--- src/rtl/conv_weight_bank_pkg.sv ---
// Shared conv-datapath parameters and helpers, reused by line buffers, the MAC array
// and the weight store.
package conv_weight_bank_pkg;

    localparam int CONV_DW = 16;
    localparam int CONV_K  = 3;

    // Ceiling log2, constant-foldable for parameter derivation.
    function automatic int clog2(input int n);
        int r;
        r = 0;
        for (int i = 0; i < 31; i++) begin
            if ((1 << i) < n) begin
                r = i + 1;
            end
        end
        return r;
    endfunction

    typedef enum logic [1:0] {
        ST_IDLE = 2'd0,
        ST_LOAD = 2'd1,
        ST_PEND = 2'd2
    } load_state_t;

endpackage

--- src/rtl/conv_weight_bank_regs.sv ---
// One TOTAL x DW weight bank: single address write port and a whole-kernel
// (K*K weights + bias) combinational channel read port.
module weight_bank_regs
    import conv_weight_bank_pkg::*;
#(
    parameter int  DW    = CONV_DW,
    parameter int  K     = CONV_K,
    parameter int  NCH   = 4,
    localparam int WPK   = K * K + 1,
    localparam int TOTAL = NCH * WPK,
    localparam int AW    = (clog2(TOTAL) < 1) ? 1 : clog2(TOTAL),
    localparam int CW    = (clog2(NCH) < 1) ? 1 : clog2(NCH)
) (
    input  logic                clk,
    input  logic                rst_n,
    input  logic                we,
    input  logic [AW-1:0]       waddr,
    input  logic [DW-1:0]       wdata,
    input  logic [CW-1:0]       rd_ch,
    output logic [WPK*DW-1:0]   rd_words
);

    logic [DW-1:0] mem [TOTAL];
    logic          ch_valid;
    logic [CW-1:0] ch_safe;
    logic [AW-1:0] base;

    always_ff @(posedge clk or negedge rst_n) begin
        if (!rst_n) begin
            for (int i = 0; i < TOTAL; i++) begin
                mem[i] <= '0;
            end
        end else if (we && (32'(waddr) < TOTAL)) begin
            mem[waddr] <= wdata;
        end
    end

    // Out-of-range channels (non-power-of-two NCH) read as zero without indexing past the array.
    assign ch_valid = (32'(rd_ch) < NCH);
    assign ch_safe  = ch_valid ? rd_ch : '0;
    assign base     = AW'(32'(ch_safe) * WPK);

    genvar gi;
    generate
        for (gi = 0; gi < WPK; gi++) begin : g_rd
            assign rd_words[gi*DW +: DW] = ch_valid ? mem[base + AW'(gi)] : '0;
        end
    endgenerate

endmodule

--- src/rtl/conv_weight_bank.sv ---
// Double-buffered conv weight store: serial burst loads the shadow bank, which is
// committed at once on the first load or on swap_req for reloads.
module conv_weight_bank
    import conv_weight_bank_pkg::*;
#(
    parameter int  DW    = CONV_DW,
    parameter int  K     = CONV_K,
    parameter int  NCH   = 4,
    localparam int WPK   = K * K + 1,
    localparam int TOTAL = NCH * WPK,
    localparam int CW    = (clog2(NCH) < 1) ? 1 : clog2(NCH),
    localparam int NW    = clog2(TOTAL + 2)
) (
    input  logic                pclk,
    input  logic                rst_n,
    input  logic [DW-1:0]       wr_data,
    input  logic                wr_en,
    input  logic                swap_req,
    input  logic [CW-1:0]       rd_ch,
    output logic [K*K*DW-1:0]   weights,
    output logic [DW-1:0]       bias,
    output logic                weights_ready,
    output logic                load_busy,
    output logic                load_err
);

    localparam int AW = (clog2(TOTAL) < 1) ? 1 : clog2(TOTAL);

    load_state_t       state_reg, state_next;
    logic [NW-1:0]     cnt_reg, cnt_next;
    logic              act_reg, act_next;
    logic              ready_reg, ready_next;
    logic              err_reg, err_next;
    logic              we;
    logic [AW-1:0]     waddr;
    logic [WPK*DW-1:0] bank_rd [2];
    logic [WPK*DW-1:0] sel_words;
    logic [K*K*DW-1:0] weights_reg;
    logic [DW-1:0]     bias_reg;

    always_ff @(posedge pclk or negedge rst_n) begin
        if (!rst_n) begin
            state_reg <= ST_IDLE;
            cnt_reg   <= '0;
            act_reg   <= 1'b0;
            ready_reg <= 1'b0;
            err_reg   <= 1'b0;
        end else begin
            state_reg <= state_next;
            cnt_reg   <= cnt_next;
            act_reg   <= act_next;
            ready_reg <= ready_next;
            err_reg   <= err_next;
        end
    end

    always_comb begin
        state_next = state_reg;
        cnt_next   = cnt_reg;
        act_next   = act_reg;
        ready_next = ready_reg;
        err_next   = 1'b0;
        we         = 1'b0;
        waddr      = '0;
        case (state_reg)
            ST_IDLE: begin
                if (wr_en) begin
                    we         = 1'b1;
                    cnt_next   = NW'(1);
                    state_next = ST_LOAD;
                end
            end
            ST_LOAD: begin
                if (wr_en) begin
                    we    = (cnt_reg < NW'(TOTAL));
                    waddr = cnt_reg[AW-1:0];
                    // Saturating at TOTAL+1 keeps any overlong burst distinguishable from a good one.
                    if (cnt_reg != NW'(TOTAL + 1)) begin
                        cnt_next = cnt_reg + 1'b1;
                    end
                end else begin
                    cnt_next = '0;
                    if (cnt_reg == NW'(TOTAL)) begin
                        state_next = ST_PEND;
                    end else begin
                        err_next   = 1'b1;
                        state_next = ST_IDLE;
                    end
                end
            end
            ST_PEND: begin
                // Commit wins over a coincident restart; that word is not stored.
                if (!ready_reg || swap_req) begin
                    act_next   = ~act_reg;
                    ready_next = 1'b1;
                    state_next = ST_IDLE;
                end else if (wr_en) begin
                    we         = 1'b1;
                    cnt_next   = NW'(1);
                    state_next = ST_LOAD;
                end
            end
            default: begin
                state_next = ST_IDLE;
            end
        endcase
    end

    genvar gi;
    generate
        for (gi = 0; gi < 2; gi++) begin : g_bank
            weight_bank_regs #(
                .DW  (DW),
                .K   (K),
                .NCH (NCH)
            ) u_bank (
                .clk      (pclk),
                .rst_n    (rst_n),
                .we       (we && (act_reg != 1'(gi))),
                .waddr    (waddr),
                .wdata    (wr_data),
                .rd_ch    (rd_ch),
                .rd_words (bank_rd[gi])
            );
        end
    endgenerate

    assign sel_words = act_reg ? bank_rd[1] : bank_rd[0];

    always_ff @(posedge pclk or negedge rst_n) begin
        if (!rst_n) begin
            weights_reg <= '0;
            bias_reg    <= '0;
        end else if (ready_reg) begin
            weights_reg <= sel_words[K*K*DW-1:0];
            bias_reg    <= sel_words[WPK*DW-1 -: DW];
        end else begin
            weights_reg <= '0;
            bias_reg    <= '0;
        end
    end

    assign weights       = weights_reg;
    assign bias          = bias_reg;
    assign weights_ready = ready_reg;
    assign load_busy     = (state_reg != ST_IDLE);
    assign load_err      = err_reg;

endmodule
--- config.mk ---
export PLATFORM = sky130hd
export DESIGN_NAME = conv_weight_bank
export DESIGN_NICKNAME = d
export VERILOG_FILES = /design/src/rtl/conv_weight_bank_pkg.sv /design/src/rtl/conv_weight_bank_regs.sv /design/src/rtl/conv_weight_bank.sv
export SDC_FILE = /design/constraint.sdc
export NUM_CORES = 2
export LEC_CHECK = 0
export CORE_ASPECT_RATIO = 2
export CORE_MARGIN = 5
export CORE_UTILIZATION = 25
export DETAILED_ROUTE_END_ITERATION = 6
export GPL_ROUTABILITY_DRIVEN = 0
export RECOVER_POWER = 25
export SYNTH_ARGS = -nofsm -noshare
export SYNTH_HDL_FRONTEND = slang
export SYNTH_SLANG_ARGS = --single-unit
--- constraint.sdc ---
create_clock -name pclk -period 5 [get_ports pclk]
set_clock_uncertainty 0.15 [all_clocks]
set_input_delay 1 -clock pclk [delete_from_list [all_inputs] [get_ports pclk]]
set_output_delay 1 -clock pclk [all_outputs]
set_load 0.03 [all_outputs]
==> out/results.ini <==
[yosys]
netlist_area_um2 = 86000
synthCells = 6094
ys_seq_elements = 1451
ys_top_cells_by_count = dfrtp_1, mux2_2, mux4_2
yosysUniqueCellTypes = 68
yosys_warnings = 0
yosys-mux-area-fraction = 0.452
synth_async_sr_flop_share = 1.00
yosysTopAreaCell = dfrtp_1
syn_avg_cell_area_um2 = 14.1
synthSimpleGateAreaFrac = 0.0373
synth_fp_nets = 6122
synth_top_family_by_area = multiplexers
synthDominantCellAreaShare = 0.422
seq_area_frac_synth = 0.422
synth_fa_ha_area_frac = 0.000873
synthXorXnorAreaFrac = 0.000509
synth_compound_area_frac = 0.0527
synth-edff-count = 0
synth_most_common_cell = dfrtp_1
yosys-top-cells-area = dfrtp_1, mux4_2, mux2_2, mux2i_1, nand2_1
ys.flop_type = dfrtp_1

[floorplanning]
dieHeight_um = 840
rows = 304
die_area_um2 = 357000
fp.dieW_um = 425
io_pins = 185
coreArea_um2 = 343000
initial_utilization = 0.251

[power]
clkPwrFrac = 0.447
pwr_density_cell_nw_per_um2 = 266
power.switching_mw = 6.91
power.share.switching = 0.263
vdd_ir_drop_max_mv = 0.225
leakage_nw = 42.2
p_int_mw = 19.4
finalPower_mw = 26.3
comb_power_share = 0.092
pwr-share-seq = 0.461

[detailed_routing]
via_per_inst = 5.75
vias = 62200
wl_per_cell_um = 35.4
drt_first_pass_iters = 5
ant_nets = 0
detail_route.iter0.violations = 6253
drt-total-wl_um = 383000
drc = 0

[placed_design]
pre_cts_ws_ps = 593
hpwl_um = 254000
portBuffers = 184

[grt]
grt_pass1_vias = 65300
antenna_found_initial = 36
grt_max_degree = 152
grt_first_pass_wirelength_um = 532000
track_usage = 0.210
overflow = 0

[timing]
fin_setup_tns_ps = 0
hold_viol_final = 0
fin_crit_sh = 0.768
grt_setup_unrepaired = no
fmax_mhz = 261
tightest_slew_ps = 2460
slew_headroom = -0.638
worst_slack_ps = 1160
maxSlewViolCount = 737
min_period_ps = 3840
setup_viol = 0

[clock_tree]
clk_pin_slew_ps = 70
htree_num_levels = 4
cts_buffers = 148
clk_latency_ps = 850
root_buffer = clkbuf_16
cts.sink_count = 1451
cts_buffer_depth = 4
cts_tree = built

[setup_path]
required_ps = 5530
cp.arrival_ps = 4370
path_max_fanout = 37
cp-end-kind = register
cp-start-kind = register
critPathKind = register to register

[layout]
fillerInstances = 34400
drive_gt1_frac = 0.473
largest_reg_flops = 1280
area_growth_pct = 14.8
nets = 6128

[outcome]
violations = capacitance limit, slew limit
status = finished with violations

[job]
drv_cap = 10

[min_path]
hold_path_class = register to register

-- stage by stage --
| step | hold WS (ps) | utilization | area [um^2] | std cells |
|---|---|---|---|---|
| floorplan | 338 | - | 86000 | 6094 |
| global placement | 352 | 0.274 | 93900 | 10500 |
| detailed placement | 365 | 0.274 | 93900 | 10500 |
| CTS | 381 | 0.288 | 98700 | 10800 |
| global route | 400 | 0.288 | 98700 | 10800 |
| finish | 381 | 0.288 | 98800 | 10800 |
-- path summary, 6_finish.rpt --
check	depth (start not counted)	slack [ps]	from	end
max reg2reg	4	1160	act_reg	g_bank[0].u_bank.mem[482]
min in group asynchronous	2	520	rst_n	g_bank[0].u_bank.mem[308]
min	1	380	g_bank[1].u_bank.mem[122]	g_bank[1].u_bank.mem[122]
max	4	1160	act_reg	g_bank[0].u_bank.mem[482]
max in group asynchronous	3	1250	rst_n	g_bank[1].u_bank.mem[475]
min reg2reg	1	380	g_bank[1].u_bank.mem[122]	g_bank[1].u_bank.mem[122]
-- worst max-delay path: stages, from the launching register on --
cell and delay (ps):
dfrtp_4 960, inv_8 320, or4_1 820, nor2_4 880, mux2_2 420
-- power by group through the flow --
stage | logic, mW | registers (mW) | clock network, mW
finish | 2.42 | 12.1 | 11.8
global route | 2.53 | 12.1 | 12.3
CTS | 2.41 | 12.1 | 12.0
detailed placement | 2.40 | 12.4 | 0
global placement | 2.37 | 12.3 | 0
floorplan | 1.50 | 12.3 | 0
-- what timing repair did --
| item | CTS | global route |
|---|---|---|
| endpoints found under the hold margin | 31 | 0 |
| buffers inserted | 0 | 0 |
| resized for setup | 0 | 0 |
| hold buffers | 1 | 0 |
-- routing by layer --
metal | GRT usage | part of all wire | up-vias
li1 | - | - | 23800
met1 | 0.217 | 0.32 | 33000
met2 | 0.351 | 0.49 | 3895
met3 | 0.0497 | 0.079 | 1556
met4 | 0.193 | 0.11 | 24
met5 | 0 | 0.00043 | -
-- placed cells by master, fill, tap and decap left out, drive strengths merged, types with 20 or more instances in the layout --
cell type,instances
dfrtp,1451
mux2,1436
mux4,865
nand2,346
buf,322
mux2i,320
clkbuf,217
nor2,177
clkdlybuf4s50,164
o21ai,154
a21oi,115
a221oi,61
a311oi,48
and3,45
o22ai,45
nand2b,41
diode,38
o221ai,32
a21boi,32
nor2b,28
a211o,23
o2111ai,22
clkinv,21
o21a,20
-- logic make-up (layout without fill, tap and decap cells) --
family                   count (synthesis)  in the layout
AO/OA/AOI/OAI                          655            655
XOR/XNOR                                 5              5
adder cells (fa/ha/maj)                  6              6
buffers and inverters                  656            760
flip-flops                            1451           1451
multiplexers                          2621           2621
other                                    0             38
AND/OR/NAND/NOR                        700            700
-- final cells by class --
type	instances	area, um^2	area share
Multi-Input combinational cell	3987	47000	0.476
Antenna cell	38	95.1	0.000963
Clock inverter	44	623	0.00631
Sequential cell	1451	36300	0.368
Tap cell	4590	5740	0.0582
Timing Repair Buffer	501	4730	0.0479
Inverter	11	53.8	0.000545
Clock buffer	204	4210	0.0426
Power figures use the tool's default switching activity.
